--- src/rtl/wta_arbiter.sv ---
// -----------------------------------------------------------------------------
// wta_arbiter
//
// Winner-take-all arbiter for one excitatory layer of N neurons. Each neuron's
// potential adder reports the end of its pp3 accumulation with a valid pulse.
// The arbiter latches every potential once, scans them for the highest value
// (lowest index wins a tie), tests that value against the firing threshold,
// and releases all adders with a single start_pp3m_o pulse that carries a
// per-neuron won/lost/hold decision.
//
// Ports
//   clk_i               rising-edge clock
//   rst_ni              asynchronous active-low reset
//   start_core_img_i    synchronous round abort/clear (one-cycle pulse)
//   valid_pp3m_i  [N]   per-neuron "accumulation finished" pulses
//   potential_i [N*W]   packed signed potentials, neuron i at [i*W +: W]
//   threshold_i   [W]   signed firing threshold, sampled in DECIDE
//   start_pp3m_o        one-cycle release pulse to every adder
//   won_lost_hold_o [N] 1 = won/hold, 0 = lost (inhibited)
//   winner_idx_o [IDXW] index of the maximum potential of the last round
//   winner_fire_o       last round's maximum strictly exceeded the threshold
//   busy_o              high whenever the arbiter is not collecting
//   dup_err_o           sticky: a valid arrived twice in a round or while busy
// -----------------------------------------------------------------------------
// state   | meaning
// --------+-------------------------------------------------------------------
// COLLECT | latch potentials as valids arrive; wait until every neuron reported
// COMPARE | walk the latched potentials one per cycle, tracking the maximum
// DECIDE  | compare the maximum with the threshold, update decision outputs
// FIRE    | start_pp3m_o is high; clear the collection mask
// -----------------------------------------------------------------------------
module wta_arbiter #(
    parameter int N    = 8,
    parameter int W    = 32,
    parameter int IDXW = 3
) (
    input  logic              clk_i,
    input  logic              rst_ni,
    input  logic              start_core_img_i,
    input  logic [N-1:0]      valid_pp3m_i,
    input  logic [N*W-1:0]    potential_i,
    input  logic [W-1:0]      threshold_i,
    output logic              start_pp3m_o,
    output logic [N-1:0]      won_lost_hold_o,
    output logic [IDXW-1:0]   winner_idx_o,
    output logic              winner_fire_o,
    output logic              busy_o,
    output logic              dup_err_o
);

    typedef enum logic [1:0] {
        S_COLLECT = 2'd0,
        S_COMPARE = 2'd1,
        S_DECIDE  = 2'd2,
        S_FIRE    = 2'd3
    } state_e;

    state_e              state_q, state_d;

    logic [N-1:0]        mask_q, mask_d;
    logic signed [W-1:0] nbuf_q [N];
    logic signed [W-1:0] nbuf_d [N];
    logic [IDXW-1:0]     cidx_q, cidx_d;
    logic [IDXW-1:0]     bidx_q, bidx_d;
    logic signed [W-1:0] best_q, best_d;

    logic                start_q, start_d;
    logic [N-1:0]        wlh_q, wlh_d;
    logic [IDXW-1:0]     widx_q, widx_d;
    logic                wfire_q, wfire_d;
    logic                busy_q, busy_d;
    logic                dup_q, dup_d;

    logic [N-1:0]        fresh_valid;
    logic                repeat_valid;
    logic                collect_done;
    logic                last_cidx;
    logic signed [W-1:0] cand;
    logic signed [W-1:0] thr;

    assign fresh_valid  = valid_pp3m_i & ~mask_q;
    assign repeat_valid = |(valid_pp3m_i & mask_q);
    // The round completes on the edge that samples the last missing valid,
    // so the incoming bits are folded in rather than waiting for the mask.
    assign collect_done = &(mask_q | valid_pp3m_i);
    assign last_cidx    = (cidx_q == IDXW'(N - 1));
    assign cand         = nbuf_q[cidx_q];
    assign thr          = $signed(threshold_i);

    // ---------------------------------------------------------------- state
    always_ff @(posedge clk_i or negedge rst_ni) begin
        if (!rst_ni) begin
            state_q <= S_COLLECT;
        end else begin
            state_q <= state_d;
        end
    end

    // ----------------------------------------------------------- next state
    always_comb begin
        state_d = state_q;
        if (start_core_img_i) begin
            state_d = S_COLLECT;
        end else begin
            unique case (state_q)
                S_COLLECT: if (collect_done) state_d = S_COMPARE;
                S_COMPARE: if (last_cidx)    state_d = S_DECIDE;
                S_DECIDE:                    state_d = S_FIRE;
                S_FIRE:                      state_d = S_COLLECT;
                default:                     state_d = S_COLLECT;
            endcase
        end
    end

    // ------------------------------------------------- datapath and outputs
    always_comb begin
        mask_d  = mask_q;
        nbuf_d  = nbuf_q;
        cidx_d  = cidx_q;
        bidx_d  = bidx_q;
        best_d  = best_q;
        start_d = 1'b0;
        wlh_d   = wlh_q;
        widx_d  = widx_q;
        wfire_d = wfire_q;
        dup_d   = dup_q;
        busy_d  = (state_d != S_COLLECT);

        if (start_core_img_i) begin
            // Abort wins over everything, including a same-cycle valid.
            mask_d  = '0;
            wlh_d   = '0;
            widx_d  = '0;
            wfire_d = 1'b0;
            dup_d   = 1'b0;
        end else begin
            unique case (state_q)
                S_COLLECT: begin
                    for (int i = 0; i < N; i++) begin
                        if (fresh_valid[i]) begin
                            nbuf_d[i] = potential_i[i*W +: W];
                        end
                    end
                    mask_d = mask_q | valid_pp3m_i;
                    if (repeat_valid) dup_d = 1'b1;
                    if (collect_done) begin
                        // Seed the scan with neuron 0, which may be landing
                        // in the buffer on this very edge.
                        cidx_d = '0;
                        bidx_d = '0;
                        best_d = nbuf_d[0];
                    end
                end
                S_COMPARE: begin
                    if (|valid_pp3m_i) dup_d = 1'b1;
                    // Strict compare keeps the lowest index on a tie.
                    if (cand > best_q) begin
                        best_d = cand;
                        bidx_d = cidx_q;
                    end
                    cidx_d = cidx_q + IDXW'(1);
                end
                S_DECIDE: begin
                    if (|valid_pp3m_i) dup_d = 1'b1;
                    widx_d  = bidx_q;
                    start_d = 1'b1;
                    if (best_q > thr) begin
                        wlh_d         = '0;
                        wlh_d[bidx_q] = 1'b1;
                        wfire_d       = 1'b1;
                    end else begin
                        // No neuron fires: all hold and leak normally.
                        wlh_d   = '1;
                        wfire_d = 1'b0;
                    end
                end
                S_FIRE: begin
                    if (|valid_pp3m_i) dup_d = 1'b1;
                    mask_d = '0;
                end
                default: begin
                    mask_d = '0;
                end
            endcase
        end
    end

    always_ff @(posedge clk_i or negedge rst_ni) begin
        if (!rst_ni) begin
            mask_q  <= '0;
            cidx_q  <= '0;
            bidx_q  <= '0;
            best_q  <= '0;
            start_q <= 1'b0;
            wlh_q   <= '0;
            widx_q  <= '0;
            wfire_q <= 1'b0;
            busy_q  <= 1'b0;
            dup_q   <= 1'b0;
        end else begin
            mask_q  <= mask_d;
            cidx_q  <= cidx_d;
            bidx_q  <= bidx_d;
            best_q  <= best_d;
            start_q <= start_d;
            wlh_q   <= wlh_d;
            widx_q  <= widx_d;
            wfire_q <= wfire_d;
            busy_q  <= busy_d;
            dup_q   <= dup_d;
        end
    end

    // Potential buffer contents are only meaningful under the mask, so it
    // carries no reset.
    always_ff @(posedge clk_i) begin
        nbuf_q <= nbuf_d;
    end

    assign start_pp3m_o    = start_q;
    assign won_lost_hold_o = wlh_q;
    assign winner_idx_o    = widx_q;
    assign winner_fire_o   = wfire_q;
    assign busy_o          = busy_q;
    assign dup_err_o       = dup_q;

endmodule

--- config.mk ---
export PLATFORM = sky130hd
export DESIGN_NAME = wta_arbiter
export DESIGN_NICKNAME = d
export VERILOG_FILES = /design/src/rtl/wta_arbiter.sv
export SDC_FILE = /design/constraint.sdc
export NUM_CORES = 1
export LEC_CHECK = 0
export CAP_MARGIN = 40
export CORE_MARGIN = 3
export CORE_UTILIZATION = 51
export CTS_CLUSTER_SIZE = 28
export DETAILED_ROUTE_END_ITERATION = 10
export GPL_TIMING_DRIVEN = 0
export PLACE_DENSITY = 0.77
export SYNTH_ARGS = -nofsm -noshare
export SYNTH_HDL_FRONTEND = slang
export SYNTH_SLANG_ARGS = --single-unit
--- constraint.sdc ---
create_clock -name clk_i -period 5.4 [get_ports clk_i]
set_clock_uncertainty 0.1 [all_clocks]
set_input_delay 1.08 -clock clk_i [delete_from_list [all_inputs] [get_ports clk_i]]
set_output_delay 1.08 -clock clk_i [all_outputs]
set_load 0.05 [all_outputs]
== After elaboration in Yosys (flattened, before gate mapping) ==
Cells that the tools add are included.

* Flip-flop bits (word level): 319
* Input port bits: 299
* Output and inout bits: 15
* Logic and storage cells: 93

* Add/sub/neg operators: 1
* $lt $le $gt $ge: 5
* Equality and inequality tests: 8
* Mux-type cells: 33
* Bitwise gates (word level): 6
* Reduce and logical (&&, ||, !) cells: 21

{| class="wikitable"
|+ Operators by type and width
! operator !! number
|-
| 32-bit 2-to-1 mux || 5
|-
| 32-bit binary-select mux with 3-bit select || 1
|-
| 32-bit greater-than comparator || 2
|-
| 32-bit one-hot mux with 2 select lines || 1
|-
| 8-bit 2-to-1 mux || 4
|-
| 3-bit AND reduction || 8
|-
| 8-bit bitwise AND || 2
|-
| 8-bit one-hot mux with 2 select lines || 1
|-
| 8-bit OR reduction || 2
|-
| 3-bit 2-to-1 mux || 4
|-
| 3-bit one-hot mux with 2 select lines || 2
|-
| 1-bit 2-to-1 mux || 9
|-
| 8-bit inverter || 1
|-
| 8-bit OR || 1
|-
| 2-bit one-hot mux with 4 select lines || 1
|-
| 8-bit AND reduction || 1
|-
| 2-bit 2-to-1 mux || 3
|-
| 2-bit nonzero test || 3
|-
| 2-bit equality test, second input constant || 2
|-
| 4-bit >= comparator, second input constant || 1
|-
| 3-bit by 4-bit < comparator with 1-bit output, second input constant || 1
|-
| 2-bit != test, second input constant || 2
|-
| 3-bit inverter with 4-bit output || 1
|-
| 2-bit AND reduction || 2
|-
| other kinds (14) || 14
|}

== Logic depth before layout (Yosys ltp) ==
Gate-level depths: netlist of run 1.

* Depth after elaboration: 7
* Gate-level depth with buffers: 13
* Gate-level depth less buffers: 10

== Worst setup path before layout of run 1 ==
OpenSTA, ideal clock, no wires.

* Path kind: input to register
* From: input start_core_img_i
* To: register nbuf_q[0] (netlist bit), enable pin
* Library setup time: 0.468 ns
* Arrival: 4.041 ns
* Required time: 4.832 ns
* Setup slack: 0.791 ns
* Stages on the path: 3
* Buffers on the path: 1
* Path through: or3_1 -> clkbuf_1 -> nor3b_1

* Cells in the longest elaborated chain, start to end: 2

{| class="wikitable"
|+ Ends and longest elaborated chain
! element !! RTL line !! source
|-
| start: declaration || 39 || <nowiki>input logic start_core_img_i,</nowiki>
|-
| 1-bit inverter (no line) || - ||
|-
| 3-bit AND reduction (no line) || - ||
|-
| end signal: assignment || 217 || <nowiki>nbuf_q <= nbuf_d;</nowiki>
|-
| end: declaration || 61 || <nowiki>logic signed [W-1:0] nbuf_q [N];</nowiki>
|}

No other way between the ends.
A chain may end at the register's enable or synchronous reset.

== Worst setup path in the final report of run 1 ==
* From: register cidx_q[1]
* To: register best_q[21]

* Cells in the longest elaborated chain, start to end: 7
* Elaborated cells on any way between the ends: 9
* Those cells by class: order compare (1); eq/ne (1); mux (5); bitwise (1); reduce/logical (1)

{| class="wikitable"
|+ Ends and longest elaborated chain
! element !! RTL line !! source
|-
| start: declaration || 63 || <nowiki>logic [IDXW-1:0] cidx_q, cidx_d;</nowiki>
|-
| start signal: assignment || 202 || <nowiki>cidx_q <= cidx_d;</nowiki>
|-
| 3-bit inverter with 4-bit output (not written as such) * || 87 || <nowiki>assign cand = nbuf_q[cidx_q];</nowiki>
|-
| 32-bit binary-select mux with 3-bit select * || 87 ||
|-
| 32-bit 2-to-1 mux (not written as such) * (2 in a row) || 87 ||
|-
| 32-bit greater-than comparator || 157 || <nowiki>if (cand > best_q) begin</nowiki>
|-
| 2-bit != test (no line) || - ||
|-
| 4-bit AND reduction (no line) || - ||
|-
| end signal: assignment || 204 || <nowiki>best_q <= best_d;</nowiki>
|-
| end: declaration || 65 || <nowiki>logic signed [W-1:0] best_q, best_d;</nowiki>
|}

Every way passes the cells marked *; elsewhere a longest branch is shown, timed or not. The select of a mux whose other input is x is not followed.

==> summary.md, run 1 <==
| Metric | Value |
|---|---|
| Simple-Gate Fraction of Synth Area | 3.792% |
| Crit path from | cidx_q[1] |
| Max Cap Viol | 0 |
| Non-Filler Instances | 1,684 |
| Maximum fanout along the worst path | 10 |
| Peak supply drop | 321.2 µV |
| Die height | 175.5 µm |
| Worst-margin pin slew | 0.8752 ns |
| Synth Cell Area | 14,650 µm² |
| Seq/Total Area, Yosys | 63.24% |
| Most common cell after layout, fill and taps aside | clkdlybuf4s50_1 |
| Setup_tns | 0 ns |
| Num CTS Buffers | 35 |
| Worst reg-to-reg setup slack | 1.04 ns |
| DR pass1 iterations | 5 |
| Hold_buf cts | 0 |
| Placer Congestion | 0.8305 |
| Largest family of logic cells by synthesized area | multiplexers |
| Dpl ws | 1.078 ns |
| Final Hold Fails | 0 |
| Cell Rows | 61 |
| Number of synthesized flops with an enable pin | 256 |
| Post-synth top area share | 52.48% |
| WS Path Type | flop to flop |
| Vias in the first global route | 10,180 |
| WP data required | 5.71 ns |
| PD cells | 402.4 nW/µm² |
| Crit path to | best_q[21] |
| Syn avg cell area | 16.28 µm² |
| Post-Layout Inst Area | 19,690 µm² |
| Placed insts | 1,619 |
| Number of port buffers | 313 |
| CP peak stage delay | 0.68 ns |
| Worst r2r path cells | 12 |
| DP HPWL | 29.47 mm |
| Core area | 28,010 µm² |
| Reg-to-Reg Start | cidx_q[1] |
| Wire length per cell | 23.18 µm |
| GR Overflow Total | 0 |
| Max Clk Rate | 0.2291 GHz |
| Critical Path Source Type | flop |
| Lkg Pwr | 7.269 nW |
| CTS tree | built |
| Synth cell types | 54 |
| Via count | 9,422 |
| Syn. warnings | 0 |
| Clk slew on worst S/H paths | 0.06 ns |
| Post-synth top area cell | edfxtp_1 |
| # DRC | 0 |
| Final Util | 70.30% |
| Setup crit end kind | flop |
| Setup WS post-layout | 1.035 ns |
| Final net count | 1,643 |
| Mux share of post-synthesis cell area | 19.14% |
| Fraction of layout cells with a size suffix above 1 | 18.87% |
| First-pass GRT wire length | 59.00 mm |
| R2R Path End | best_q[21] |
| Area Overhead vs Synth | 34.41% |
| Bufs on Longest Clock Path | 3 |
| Largest net degree at the start of global routing | 37 |
| Cell at the slowest stage of the critical path | buf_1 |
| Mapped Nets | 1,265 |
| Arrival @ worst endpoint | 4.68 ns |
| Fillers | 1,898 |
| Effective utilization at floorplan | 52.30% |
| Root Driver | clkbuf_16 |
| Leading cell types in the layout, fill and taps excluded | clkdlybuf4s50_1, edfxtp_1, inv_1 |
| Detailed Route Iter0 Violations | 723 |
| Final Cycle Share | 80.82% |
| # IOs | 314 |
| Ys flop type | edfxtp_1 |
| RSZ-0062 raised after global routing | no |
| CTS HTree Levels | 2 |
| Area contributors post-synth | edfxtp_1, dfrtp_1, mux4_2, ha_1, mux2_2 |
| Final-report max-slew violation count | 0 |
| Min-delay worst type | input port to asynchronous set/reset pin |
| Routed wire length | 39.04 mm |
| ANT nets after route | 0 |
| Post-CTS Resized | 0 |
| Post-synth ARST share | 19.75% |
| Critical-path cell list | buf_2 > buf_1 > mux4_2 > mux2_2 > ha_1 > nand4_1 > a2111o_1 > a31oi_1 > o211ai_2 > nand2_4 > buf_12 > mux2i_1 |
| Adder-cell area share of the yosys netlist | 5.637% |
| Post-CTS Setup Bufs | 0 |
| Seq cells post-synth | 319 |
| Final hold slack | 0.3970 ns |
| Clock net sink count | 319 |
| Max_slew headroom | 41.57% |
| Worst skew pair latency | 0.50 ns |
| Placed inst area | 18,530 µm² |
| Count of final setup violators | 0 |
| Via density | 5.595 |
| Status | finished clean |
| Initial antenna violation count | 2 |
| Post-layout min period | 4.365 ns |
| Die area | 30,790 µm² |
| Die Wd | 175.5 µm |
| Total track usage | 25.31% |
| Total power | 7.923 mW |
| Synth Area in XOR/XNOR | 0% |
| Synth Area in Compound Gates | 4.826% |
| Cells after synthesis | 900 |
how the worst min path moves through the flow:
stage	slack, ns	from	endpoint
finish	0.40	rst_ni	mask_q[5]
global route	0.41	rst_ni	mask_q[5]
CTS	0.39	winner_idx_o[1]	winner_idx_o[1]
detailed placement	0.39	winner_idx_o[1]	winner_idx_o[1]
global placement	0.37	winner_idx_o[0]	winner_idx_o[0]
floorplan	0.41	bidx_q[2]	bidx_q[2]
flip-flops by register name, indices dropped and copies added, names as in the netlist:
signal and flops:
state_q 2, start_pp3m_o 1, bidx_q 3, winner_fire_o 1, won_lost_hold_o 8, busy_o 1
dup_err_o 1, winner_idx_o 3, best_q 32, mask_q 8, nbuf_q 256, cidx_q 3
cell usage after synthesis (5+ instances only):
cell type	number
nor2_1	31
mux2i_1	63
a22oi_1	8
a21oi_1	45
dfrtp_1	63
inv_1	69
o21a_1	5
nor3b_1	7
o22ai_1	5
edfxtp_1	256
clkbuf_1	15
nand4_1	8
ha_1	66
nand3_1	7
buf_1	5
mux2_2	65
nand2_1	22
mux4_2	64
buf_2	10
o21ai_0	21
where the power goes:
| part | total [mW] | switching [mW] | internal, mW |
|---|---|---|---|
| combinational | 2.47 | 1.24 | 1.23 |
| clock | 2.39 | 0.966 | 1.43 |
| sequential | 3.06 | 0.141 | 2.92 |
| total | 7.92 | 2.35 | 5.58 |
metal layers:
layer | GRT usage [%] | vias to the layer above | routed length [µm]
met1 | 33.20 | 4691 | 15730
li1 | - | 4267 | -
met2 | 43.23 | 397 | 19530
met4 | 7.390 | 0 | 1084
met3 | 5.080 | 67 | 2694
met5 | 0 | - | 0
critical path: cells and delay by family, from the launching register on:
family	cells	cell delay, ns
simple gates	2	0.47
fa+ha+maj	1	0.30
mux	3	0.92
buf+inv	3	1.18
compound gates	3	0.90
flops	1	0.41
cell type report:
type | instances | area (µm²) | share of cell area (%)
buffer | 37 | 230.2 | 1.169
tap | 378 | 473.0 | 2.402
clock inverter | 18 | 176.4 | 0.8960
timing repair buffer | 341 | 3376 | 17.14
multi-input combinational | 474 | 4927 | 25.02
antenna | 2 | 5.005 | 0.02542
clock buffer | 45 | 975.9 | 4.956
sequential | 319 | 9264 | 47.05
inverter | 70 | 262.8 | 1.334
cells by family after synthesis:
family,after synthesis
buffers and inverters,107
DFF,319
adders and majority gates,66
AOI/OAI and AO/OA,113
and+or+nand+nor,103
muxes,192
Power figures use the tool's default switching activity.
==> run 2, diff against run 1 <==
==> constraint.sdc (replaced) <==
create_clock -name clk_i -period 4.2 [get_ports clk_i]
set_clock_uncertainty 0.1 [all_clocks]
set_input_delay 0.84 -clock clk_i [delete_from_list [all_inputs] [get_ports clk_i]]
set_output_delay 0.84 -clock clk_i [all_outputs]
set_load 0.05 [all_outputs]
==> summary.md, run 2 (synthesized netlist as in run 1, its figures left out) <==
| Metric | Value |
|---|---|
| Bufs on Longest Clock Path | 3 (unchanged) |
| Final hold slack | 0.1620 ns (-0.2350 ns) |
| # DRC | 0 (unchanged) |
| Status | finished clean |
| Die area | 30,790 µm² (unchanged) |
| Worst skew pair latency | 0.50 ns (about the same) |
| Placer Congestion | 0.8305 (unchanged) |
| Total power | 10.20 mW (+29%) |
| Clock power frac | 30.2% (about the same) |
| Min-delay worst type | input port to asynchronous set/reset pin |
| FF/Latch Area | 9264 µm² (unchanged) |
| Clk slew on worst S/H paths | 0.06 ns (about the same) |
| Area Overhead vs Synth | 34.55% |
| Initial antenna violation count | 2 (unchanged) |
| Core area | 28,010 µm² (unchanged) |
| Clock net sink count | 319 (unchanged) |
| WP data required | 4.51 ns (-1.20 ns) |
| Critical Path Source Type | flop |
| CTS HTree Levels | 2 (unchanged) |
| PD cells | 517.5 nW/µm² (+29%) |
| DP HPWL | 29.47 mm (unchanged) |
| Cell at the slowest stage of the critical path | a2111o_1 |
| Effective utilization at floorplan | 52.30% (unchanged) |
| Non-Filler Instances | 1,684 (unchanged) |
| Sw Ratio | 29.60% (about the same) |
| Worst reg-to-reg setup slack | 0.22 ns (-0.81 ns) |
| Internal power | 7.182 mW (+29%) |
| Most common cell after layout, fill and taps aside | clkdlybuf4s50_1 |
| Maximum fanout along the worst path | 10 (unchanged) |
| ANT nets after route | 0 (unchanged) |
| Share of power burned in registers | 38.6% (about the same) |
| Worst r2r path cells | 12 (unchanged) |
| Top reg by flops | nbuf_q |
| CP dominant cell by count | buf_2 |
| Worst-margin pin slew | 0.8748 ns (-0.0004141 ns) |
| Root Driver | clkbuf_16 |
| Die Wd | 175.5 µm (unchanged) |
| Max reg flops | 256 (unchanged) |
| Num CTS Buffers | 35 (unchanged) |
| CTS tree | built |
| R2R Path End | best_q[21] |
| # IOs | 314 (unchanged) |
| Leading cell types in the layout, fill and taps excluded | clkdlybuf4s50_1, edfxtp_1, inv_1 |
| WS Path Type | flop to flop |
| Final-report max-slew violation count | 0 (unchanged) |
| Vias in the first global route | 10,180 (-0.039%) |
| DR pass1 iterations | 4 (-1) |
| Placed insts | 1,619 (unchanged) |
| Setup WS post-layout | 0.2230 ns (-0.8125 ns) |
| Largest net degree at the start of global routing | 37 (unchanged) |
| Fillers | 1,893 (-0.26%) |
| Lkg Pwr | 7.296 nW (+0.38%) |
| Post-CTS Setup Bufs | 0 (unchanged) |
| Via count | 9,398 (-0.25%) |
| Multi-input logic area | 4927 µm² (unchanged) |
| Critical-path cell list | buf_2 > buf_2 > mux4_2 > mux2_2 > ha_1 > nand4_1 > a2111o_1 > a31oi_1 > o211ai_2 > nand2_4 > buf_12 > mux2i_1 |
| RSZ-0062 raised after global routing | no |
| Final Cycle Share | 94.69% (+14 points) |
| Gate power share | 31.2% (about the same) |
| Wire length per cell | 23.15 µm (-0.14%) |
| Max_slew headroom | 41.59% (about the same) |
| Peak supply drop | 412.8 µV (+29%) |
| Dpl ws | -0.1215 ns (-1.200 ns) |
| P_sw | 3.019 mW (+29%) |
| Max Cap Viol | 0 (unchanged) |
| Reg-to-Reg Start | cidx_q[1] |
| Via density | 5.581 (-0.25%) |
| Count of final setup violators | 0 (unchanged) |
| Detailed Route Iter0 Violations | 738 (+2.1%) |
| Routed wire length | 38.99 mm (-0.14%) |
| Setup crit end kind | flop |
| Arrival @ worst endpoint | 4.29 ns (-0.39 ns) |
| GR Overflow Total | 0 (unchanged) |
| CP peak stage delay | 0.46 ns (-0.22 ns) |
| Setup_tns | 0 ns (unchanged) |
| Delay-heaviest family, CP | compound AO/OA/AOI/OAI gates |
| Total track usage | 25.29% (about the same) |
| Die height | 175.5 µm (unchanged) |
| Largest regs | nbuf_q x256, best_q x32 |
| Post-layout min period | 3.977 ns (-0.3875 ns) |
| Final net count | 1,643 (unchanged) |
| Max Clk Rate | 0.2514 GHz (+9.7%) |
| Number of port buffers | 313 (unchanged) |
| Buf/Inv on CP | 3 (unchanged) |
| First-pass GRT wire length | 58.97 mm (about the same) |
| Fraction of layout cells with a size suffix above 1 | 19.40% (+0.54 points) |
| Final Hold Fails | 0 (unchanged) |
| Cell Rows | 61 (unchanged) |
-- run 2: changes by cell type in the layout (fill, tap and decap cells not counted) --
cell      before  now
buf_1          5    1
clkbuf_1      21   18
clkbuf_2       0    3
clkbuf_4       0    2
buf_2         10   11
buf_6          8    9
-- run 2: metal layers --
layer  up-vias  global-route usage [%]  wire, µm
met5         -                       0         0
met4         0                   7.390      1004
met3        61                   5.080      2606
met2       371                   43.10     19570
met1      4692                   33.26     15810
li1       4274                       -         -
-- run 2: power groups by stage --
| stage | Clock (mW) | Sequential (mW) | Combinational [mW] |
|---|---|---|---|
| detailed placement | 0 | 4.00 | 3.18 |
| finish | 3.08 | 3.94 | 3.18 |
| floorplan | 0 | 3.94 | 2.15 |
| CTS | 3.13 | 3.94 | 3.22 |
| global placement | 0 | 4.00 | 3.07 |
| global route | 3.26 | 3.97 | 3.53 |
-- run 2: worst register-to-register path: cells and delay by family (launching register included) --
kind,cells,cell delay (ns)
AO/OA/AOI/OAI,3,0.89
AND/OR/NAND/NOR,2,0.46
adder cells (fa/ha/maj),1,0.32
flip-flops,1,0.40
buffers and inverters,3,0.85
multiplexers,3,0.87
-- run 2: area by class of cell --
type,count,area share (%)
diodes,2,0.02539
plain buffers,37,1.270
clock buffers,45,4.951
clock inverters,18,0.8951
inverters,70,1.333
multi-input cells,474,25.00
flip-flops and latches,319,47.00
well taps,378,2.400
repair buffers,341,17.13
-- run 2: per-stage QoR --
step           area [µm²]  utilization [%]
2_1_floorplan       14650                -
3_3_place_gp        18260            65.17
3_5_place_dp        18530            66.16
4_1_cts             19710            70.35
5_1_grt             19710            70.37
6_report            19710            70.37
-- run 2: worst max-delay path by stage --
stage                          start          to  depth (start not counted)
floorplan           start_core_img_i   nbuf_q[0]                          3
global placement    start_core_img_i  nbuf_q[83]                          4
detailed placement         cidx_q[1]   best_q[0]                         11
CTS                        cidx_q[1]  best_q[21]                         12
global route               cidx_q[1]  best_q[21]                         12
finish                     cidx_q[1]  best_q[21]                         12
-- run 2: timing repair --
action | in CTS | in global routing
endpoints found under the setup margin | 31 | 31
resized for setup | 7 | 14
hold buffers | 0 | 0
endpoints found under the hold margin | 0 | 0
